$ cat src/rtl/risc16_fetch.sv
// risc16_fetch: RISC-16 instruction-fetch stage.
// The fetch stage sits between the PC register and decode. It keeps at most one
// instruction-memory request outstanding. Returned words are buffered with their PC
// in a small FIFO, and fetches made stale by a redirect are discarded.
// Optional feature macro: RISC16_IF_BYPASS_EN. When it is defined, a response that
// arrives while the buffer is empty and decode is ready goes straight to decode,
// without passing through the FIFO.
module risc16_fetch #(
    parameter int unsigned DEPTH   = 2,
    parameter int unsigned ADDR_W  = 16,
    parameter int unsigned INSTR_W = 16
) (
    input  logic               clk,
    input  logic               reset,
    input  logic [ADDR_W-1:0]  pc_in,
    input  logic               flush,
    output logic               pc_advance,
    output logic               imem_req,
    output logic [ADDR_W-1:0]  imem_addr,
    input  logic               imem_rvalid,
    input  logic [INSTR_W-1:0] imem_rdata,
    output logic               if_valid,
    output logic [INSTR_W-1:0] if_instr,
    output logic [ADDR_W-1:0]  if_pc,
    input  logic               if_ready
);

    localparam int unsigned PtrW = (DEPTH > 1) ? $clog2(DEPTH) : 1;
    localparam int unsigned CntW = $clog2(DEPTH + 1);

    typedef enum logic [1:0] {
        StIdle,
        StWait,
        StDrop
    } state_e;

    state_e              state_q, state_d;
    logic [ADDR_W-1:0]   req_pc_q, req_pc_d;
    logic [CntW-1:0]     count_q, count_d;
    logic [PtrW-1:0]     rd_ptr_q, rd_ptr_d;
    logic [PtrW-1:0]     wr_ptr_q, wr_ptr_d;
    logic [INSTR_W-1:0]  mem_instr_q [DEPTH];
    logic [ADDR_W-1:0]   mem_pc_q    [DEPTH];
    logic [INSTR_W-1:0]  hold_instr_q;
    logic [ADDR_W-1:0]   hold_pc_q;

    logic                issue;
    logic                rsp_take;
    logic                bypass;
    logic                push;
    logic                pop;
    logic                full;
    logic                fifo_valid;
    logic [INSTR_W-1:0]  head_instr;
    logic [ADDR_W-1:0]   head_pc;

    assign full       = (count_q == CntW'(DEPTH));
    assign fifo_valid = (count_q != '0) && !flush;
    assign pop        = fifo_valid && if_ready;

`ifdef RISC16_IF_BYPASS_EN
    assign bypass = rsp_take && (count_q == '0) && if_ready;
`else
    assign bypass = 1'b0;
`endif

    assign push = rsp_take && !bypass;

    // When the FIFO is empty the last presented word is held on if_instr/if_pc.
    assign head_instr = (count_q != '0) ? mem_instr_q[rd_ptr_q] : hold_instr_q;
    assign head_pc    = (count_q != '0) ? mem_pc_q[rd_ptr_q]    : hold_pc_q;

    // Next-state logic for the request FSM; a slot is reserved when the request issues.
    always_comb begin
        state_d  = state_q;
        req_pc_d = req_pc_q;
        issue    = 1'b0;
        rsp_take = 1'b0;
        unique case (state_q)
            StIdle: begin
                if (!flush && !full) begin
                    issue    = 1'b1;
                    req_pc_d = pc_in;
                    state_d  = StWait;
                end
            end
            StWait: begin
                if (flush) begin
                    state_d = imem_rvalid ? StIdle : StDrop;
                end else if (imem_rvalid) begin
                    rsp_take = 1'b1;
                    state_d  = StIdle;
                end
            end
            StDrop: begin
                // The single outstanding response retires the drop even alongside a flush.
                if (imem_rvalid) begin
                    state_d = StIdle;
                end
            end
            default: state_d = StIdle;
        endcase
    end

    // FIFO occupancy and pointer update; a flush empties the buffer and ignores any pop.
    always_comb begin
        count_d  = count_q;
        rd_ptr_d = rd_ptr_q;
        wr_ptr_d = wr_ptr_q;
        if (flush) begin
            count_d  = '0;
            rd_ptr_d = '0;
            wr_ptr_d = '0;
        end else begin
            count_d = count_q + CntW'(push) - CntW'(pop);
            if (push) wr_ptr_d = wr_ptr_q + PtrW'(1);
            if (pop)  rd_ptr_d = rd_ptr_q + PtrW'(1);
        end
    end

    // Outputs; the request and advance strobes are masked while reset is asserted.
    always_comb begin
        imem_req   = issue && !reset;
        imem_addr  = imem_req ? pc_in : '0;
        pc_advance = (issue || flush) && !reset;
        if_valid   = fifo_valid || bypass;
        if_instr   = bypass ? imem_rdata : head_instr;
        if_pc      = bypass ? req_pc_q   : head_pc;
    end

    // State, pointers and hold registers.
    always_ff @(posedge clk or posedge reset) begin
        if (reset) begin
            state_q      <= StIdle;
            req_pc_q     <= '0;
            count_q      <= '0;
            rd_ptr_q     <= '0;
            wr_ptr_q     <= '0;
            hold_instr_q <= '0;
            hold_pc_q    <= '0;
        end else begin
            state_q      <= state_d;
            req_pc_q     <= req_pc_d;
            count_q      <= count_d;
            rd_ptr_q     <= rd_ptr_d;
            wr_ptr_q     <= wr_ptr_d;
            hold_instr_q <= if_instr;
            hold_pc_q    <= if_pc;
        end
    end

    // Buffer storage; contents are only observed through count_q, so no reset is needed.
    always_ff @(posedge clk) begin
        if (push) begin
            mem_instr_q[wr_ptr_q] <= imem_rdata;
            mem_pc_q[wr_ptr_q]    <= req_pc_q;
        end
    end

endmodule

$ cat config.mk
export PLATFORM = sky130hd
export DESIGN_NAME = risc16_fetch
export DESIGN_NICKNAME = d
export VERILOG_FILES = /design/src/rtl/risc16_fetch.sv
export SDC_FILE = /design/constraint.sdc
export NUM_CORES = 1
export LEC_CHECK = 0
export CAP_MARGIN = 20
export CORE_MARGIN = 10
export CORE_UTILIZATION = 32
export DETAILED_ROUTE_END_ITERATION = 8
export PLACE_DENSITY = 0.64
export SLEW_MARGIN = 10
export SYNTH_ARGS = -nofsm -noshare
export SYNTH_HDL_FRONTEND = slang
export SYNTH_SLANG_ARGS = --single-unit
$ cat constraint.sdc
create_clock -name clk -period 4.5 [get_ports clk]
set_clock_uncertainty 0.1 [all_clocks]
set_input_delay 0.45 -clock clk [delete_from_list [all_inputs] [get_ports clk]]
set_output_delay 0.45 -clock clk [all_outputs]
set_load 0.01 [all_outputs]
* Word-level counts from Yosys, hierarchy flattened
Memory sizes are Yosys's and may differ from the RTL's.
Index checks and enable logic that the tools add are counted.
** Storage, ports and cells
- Output and inout bits :: 51
- Input port bits :: 37
- Memories kept :: 2
- Flip-flop bits (word level) :: 54
- Word-level logic and storage cells :: 51
- RAM bits :: 64
** Memories
- mem_instr_q :: words 2, width 16, rd ports 1, clocked after memory_dff 0, wr ports 1, line 42 : logic [INSTR_W-1:0] mem_instr_q [DEPTH];
- mem_pc_q :: words 2, width 16, rd ports 1, clocked after memory_dff 0, wr ports 1, line 43 : logic [ADDR_W-1:0] mem_pc_q [DEPTH];
** Operators by class
- Add/subtract/negate cells :: 4
- Reduce and logical (&&, ||, !) cells :: 14
- Eq/ne operators :: 4
- Mux-type cells :: 20
** Operators by type and width (number)
- $mux W16 :: 3
- $mux W1 :: 11
- $mux W2 :: 5
- $pmux W2 S3 :: 1
- $reduce_bool A2 Y1 :: 3
- $logic_and A1 B1 Y1 :: 5
- $eq A2 B2 Y1 const B :: 2
- $logic_not A1 Y1 :: 3
- $add A1 B1 Y1 const B :: 2
- $add A2 B1 Y2 :: 1
- $eq A2 B1 Y1 const B :: 1
- $logic_not A2 Y1 :: 1
- $ne A2 B2 Y1 const B :: 1
- $reduce_and A2 Y1 :: 1
- $sub A2 B1 Y2 :: 1
- $logic_or A1 B1 Y1 :: 1

* Depth between registers and ports, before layout
- Word-level depth :: 7
- Gate-level depth with buffers :: 8

* Worst setup path after synthesis
No wires, ideal clock.
- Path kind :: input to register
- From :: in flush
- To :: mem mem_instr_q[0][0] (enable)
- Library setup time :: 421 ps
- Cell stages on the path :: 4
- Data required time :: 3979 ps
- Path slack :: 1761 ps
- Arrival time :: 2218 ps
- Cell sequence :: buf_6 -> nor2_1 -> nand3_1 -> nor2_1
** On the way
- Cells in the longest elaborated chain, start to end :: 4
** Ends and longest elaborated chain
- start: declaration :: line 16 : input logic flush,
- $mux W1 :: line 88 : if (flush) begin
- $mux W1 :: line 79 : unique case (state_q)
- $mux W1 :: line 154 : if (push) begin
- $mux W1 (implied by the code) :: line 155 : mem_instr_q[wr_ptr_q] <= imem_rdata;
- end: declaration :: line 42
Every way passes these cells.

* Worst setup path after layout
- From :: in flush
- To :: out imem_addr[5]
** On the way
- Cells in the longest elaborated chain, start to end :: 6
** Ends and longest elaborated chain
- $logic_not A1 Y1 :: line 81 : if (!flush && !full) begin
- $logic_and A1 B1 Y1 :: line 81
- $mux W1 :: line 81
- $mux W1 :: line 79
- $logic_and A1 B1 Y1 :: line 123 : imem_req = issue && !reset;
- $mux W16 :: line 124 : imem_addr = imem_req ? pc_in : '0;
- end: declaration :: line 19 : output logic [ADDR_W-1:0] imem_addr,
Every way passes these cells.

==> results.json <==
{
  "postSynthCellCount": 295,
  "clk_pin_slew_ps": 50,
  "maxCapViolations": 0,
  "worstPathRequired_ps": 3950,
  "hold_viol": 0,
  "grt_pass1_vias": 2768,
  "grt_max_degree": 67,
  "vias": 2555,
  "synth-warning-count": 0,
  "nNetsFinal": 428,
  "endpoint_kind": "output port",
  "crit_chain": "clkdlybuf4s50_1 > nor2_1 > nor4b_4 > and2_1 > clkdlybuf4s50_1",
  "cts_root_buffer": "clkbuf_16",
  "initial_core_util_pct": 32.62,
  "synth_top_area_share_pct": 42.61,
  "die_h_um": 138.7,
  "antenna_found_initial": 0,
  "vias_per_cell": 4.390,
  "crit_fanout": 17,
  "grt_usage_pct": 9.649,
  "period_share_pct": 73.45,
  "place_congestion": 0.7449,
  "power_density_nw_per_um2": 614.3,
  "fp-row-count": 43,
  "final_common_cell": "clkdlybuf4s50_1",
  "core_area_sq_um": 13830,
  "grt_pass1_wl_mm": 14.55,
  "max_freq_mhz": 302.5,
  "fin_tns_setup_ps": 0,
  "syn_avg_cell_area_sq_um": 15.29,
  "insertion_delay_ps": 410,
  "postRouteAntennaNets": 0,
  "yosys.area.top_type": "edfxtp_1",
  "htree_levels": 4,
  "chipWidth_um": 138.7,
  "cts_tree": "built",
  "tightest_slew_ps": 1060,
  "hpwl_mm": 5.713,
  "finish.instance_area_sq_um": 6165,
  "hp-class": "reg2reg",
  "cp_slowest_cell": "nor4b_4",
  "numCtsBuffers": 17,
  "critical_path_buf_inv_count": 2,
  "wl_per_cell_um": 15.32,
  "critPathKind": "in2out",
  "max_stage_delay_ps": 720,
  "yosys_register_bits": 118,
  "n_antenna_cell": 0,
  "setup_violations": 0,
  "ir_drop_mv": 0.2706,
  "slew_headroom_pct": 29.33,
  "num_io_pins": 88,
  "area_delta_synth_final_pct": 36.67,
  "yosysUniqueCellTypes": 28,
  "io_buffers": 87,
  "dr.pass1.iters": 4,
  "die_area_sq_um": 19240,
  "clockBufferDepth": 2,
  "cts_resized": 0,
  "crit_family": "simple AND/OR/NAND/NOR gates",
  "clock_sinks": 118,
  "cp-start-kind": "primary input",
  "status": "complete, no violations",
  "cts_hold_buffers": 0,
  "grt.overflow.total": 0,
  "slew_violations": 0,
  "crit_path_frequent_cell": "clkdlybuf4s50_1",
  "final_cell_mix": "87 x clkdlybuf4s50_1, 64 x edfxtp_1, 53 x dfrtp_1",
  "finalCoreUtilization_pct": 44.58,
  "drive_above_1_share_pct": 14.68,
  "routed_wl_mm": 8.918,
  "arrival_ps": 2760,
  "p_leak_nw": 2.264,
  "cts_setup_buffers": 0,
  "synth_area_leaders": "edfxtp_1 43%, dfrtp_1 30%, mux2i_1 7.1%",
  "ys_seq_area_share_pct": 72.57,
  "syn_nets": 334,
  "min_period_ps": 3305,
  "drc_errors": 0,
  "syn-cell-area_sq_um": 4511,
  "rsz0062_at_grt": "no",
  "placed_cell_area_sq_um": 5555,
  "first_iter_violations": 105
}
[worst paths after layout]
path | from | end | slack (ps) | depth (start not counted)
min in group asynchronous | reset | state_q[1]$_DFFE_PP0P_ | 590 | 3
max in group asynchronous | reset | rd_ptr_q$_DFFE_PP0P_ | 3190 | 3
max reg2reg | state_q[1]$_DFFE_PP0P_ | mem_pc_q[1][5]$_DFFE_PP_ | 2260 | 3
min | req_pc_q[11]$_DFFE_PP0P_ | mem_pc_q[1][11]$_DFFE_PP_ | 370 | 0
min reg2reg | req_pc_q[11]$_DFFE_PP0P_ | mem_pc_q[1][11]$_DFFE_PP_ | 370 | 0
max | flush | imem_addr[5] | 1190 | 5
[layout make-up]
cell class | instances | area [sq um]
multi-input combinational | 157 | 1151
clock buffer | 20 | 436.7
timing repair buffer | 90 | 905.9
tap | 180 | 225.2
inverter | 5 | 18.77
clock inverter | 12 | 152.6
sequential | 118 | 3274
fill | 1230 | 7662
[routing by layer]
layer  track usage (%)  up-vias  share of wire (%)
met5                 0        -                  0
met4             4.613        0                1.6
met3             4.897       11                7.2
met2             15.21       74                 48
met1             10.61     1226                 44
li1                  -     1244                  -
[sequential cells by signal, indices dropped and copies added (netlist names)]
signal / flops
mem_instr_q: 32
mem_pc_q: 32
hold_instr_q: 16
hold_pc_q: 16
req_pc_q: 16
count_q: 2
state_q: 2
rd_ptr_q: 1
wr_ptr_q: 1
[cells by family after synthesis]
family,after synthesis,share of synthesized area [%]
simple gates,66,7.767
buf+inv,20,2.247
compound gates,37,4.189
flops,118,72.57
fa+ha+maj,2,0.5547
xor+xnor,3,0.5826
mux,49,12.09
[cells in the mapped netlist]
| cell type | count |
|---|---|
| dfrtp_1 | 54 |
| mux2_2 | 8 |
| and3_1 | 1 |
| xnor2_1 | 1 |
| inv_1 | 5 |
| o21ai_0 | 2 |
| nand3_1 | 1 |
| a21oi_1 | 34 |
| nand2_1 | 2 |
| nor4b_4 | 1 |
| ha_1 | 2 |
| and2b_2 | 1 |
| and2b_4 | 1 |
| buf_1 | 3 |
| mux2_4 | 9 |
| or2_2 | 1 |
| mux2i_1 | 32 |
| clkbuf_1 | 4 |
| nor4_4 | 1 |
| buf_6 | 1 |
| and2_1 | 17 |
| xor2_1 | 2 |
| buf_2 | 6 |
| a31o_2 | 1 |
| or3_1 | 2 |
| edfxtp_1 | 64 |
| nor2_1 | 38 |
| buf_8 | 1 |
[through the flow]
step           cells  setup slack (ps)  total power, W  hold WS, ps
6_report         582              1195        0.003787        367.3
2_1_floorplan    295              1761        0.001982        338.2
3_3_place_gp     549              1236        0.002466        350.0
4_1_cts          581              1093        0.003840        369.5
3_5_place_dp     549              1102        0.002494        356.6
5_1_grt          582             963.1        0.004003        386.8
[power breakdown]
part	switching (W)	internal (W)
registers	0.000114	0.00140
clock network	0.000459	0.000869
logic	0.000423	0.000521
No activity file was read; power rests on OpenSTA's default activity.
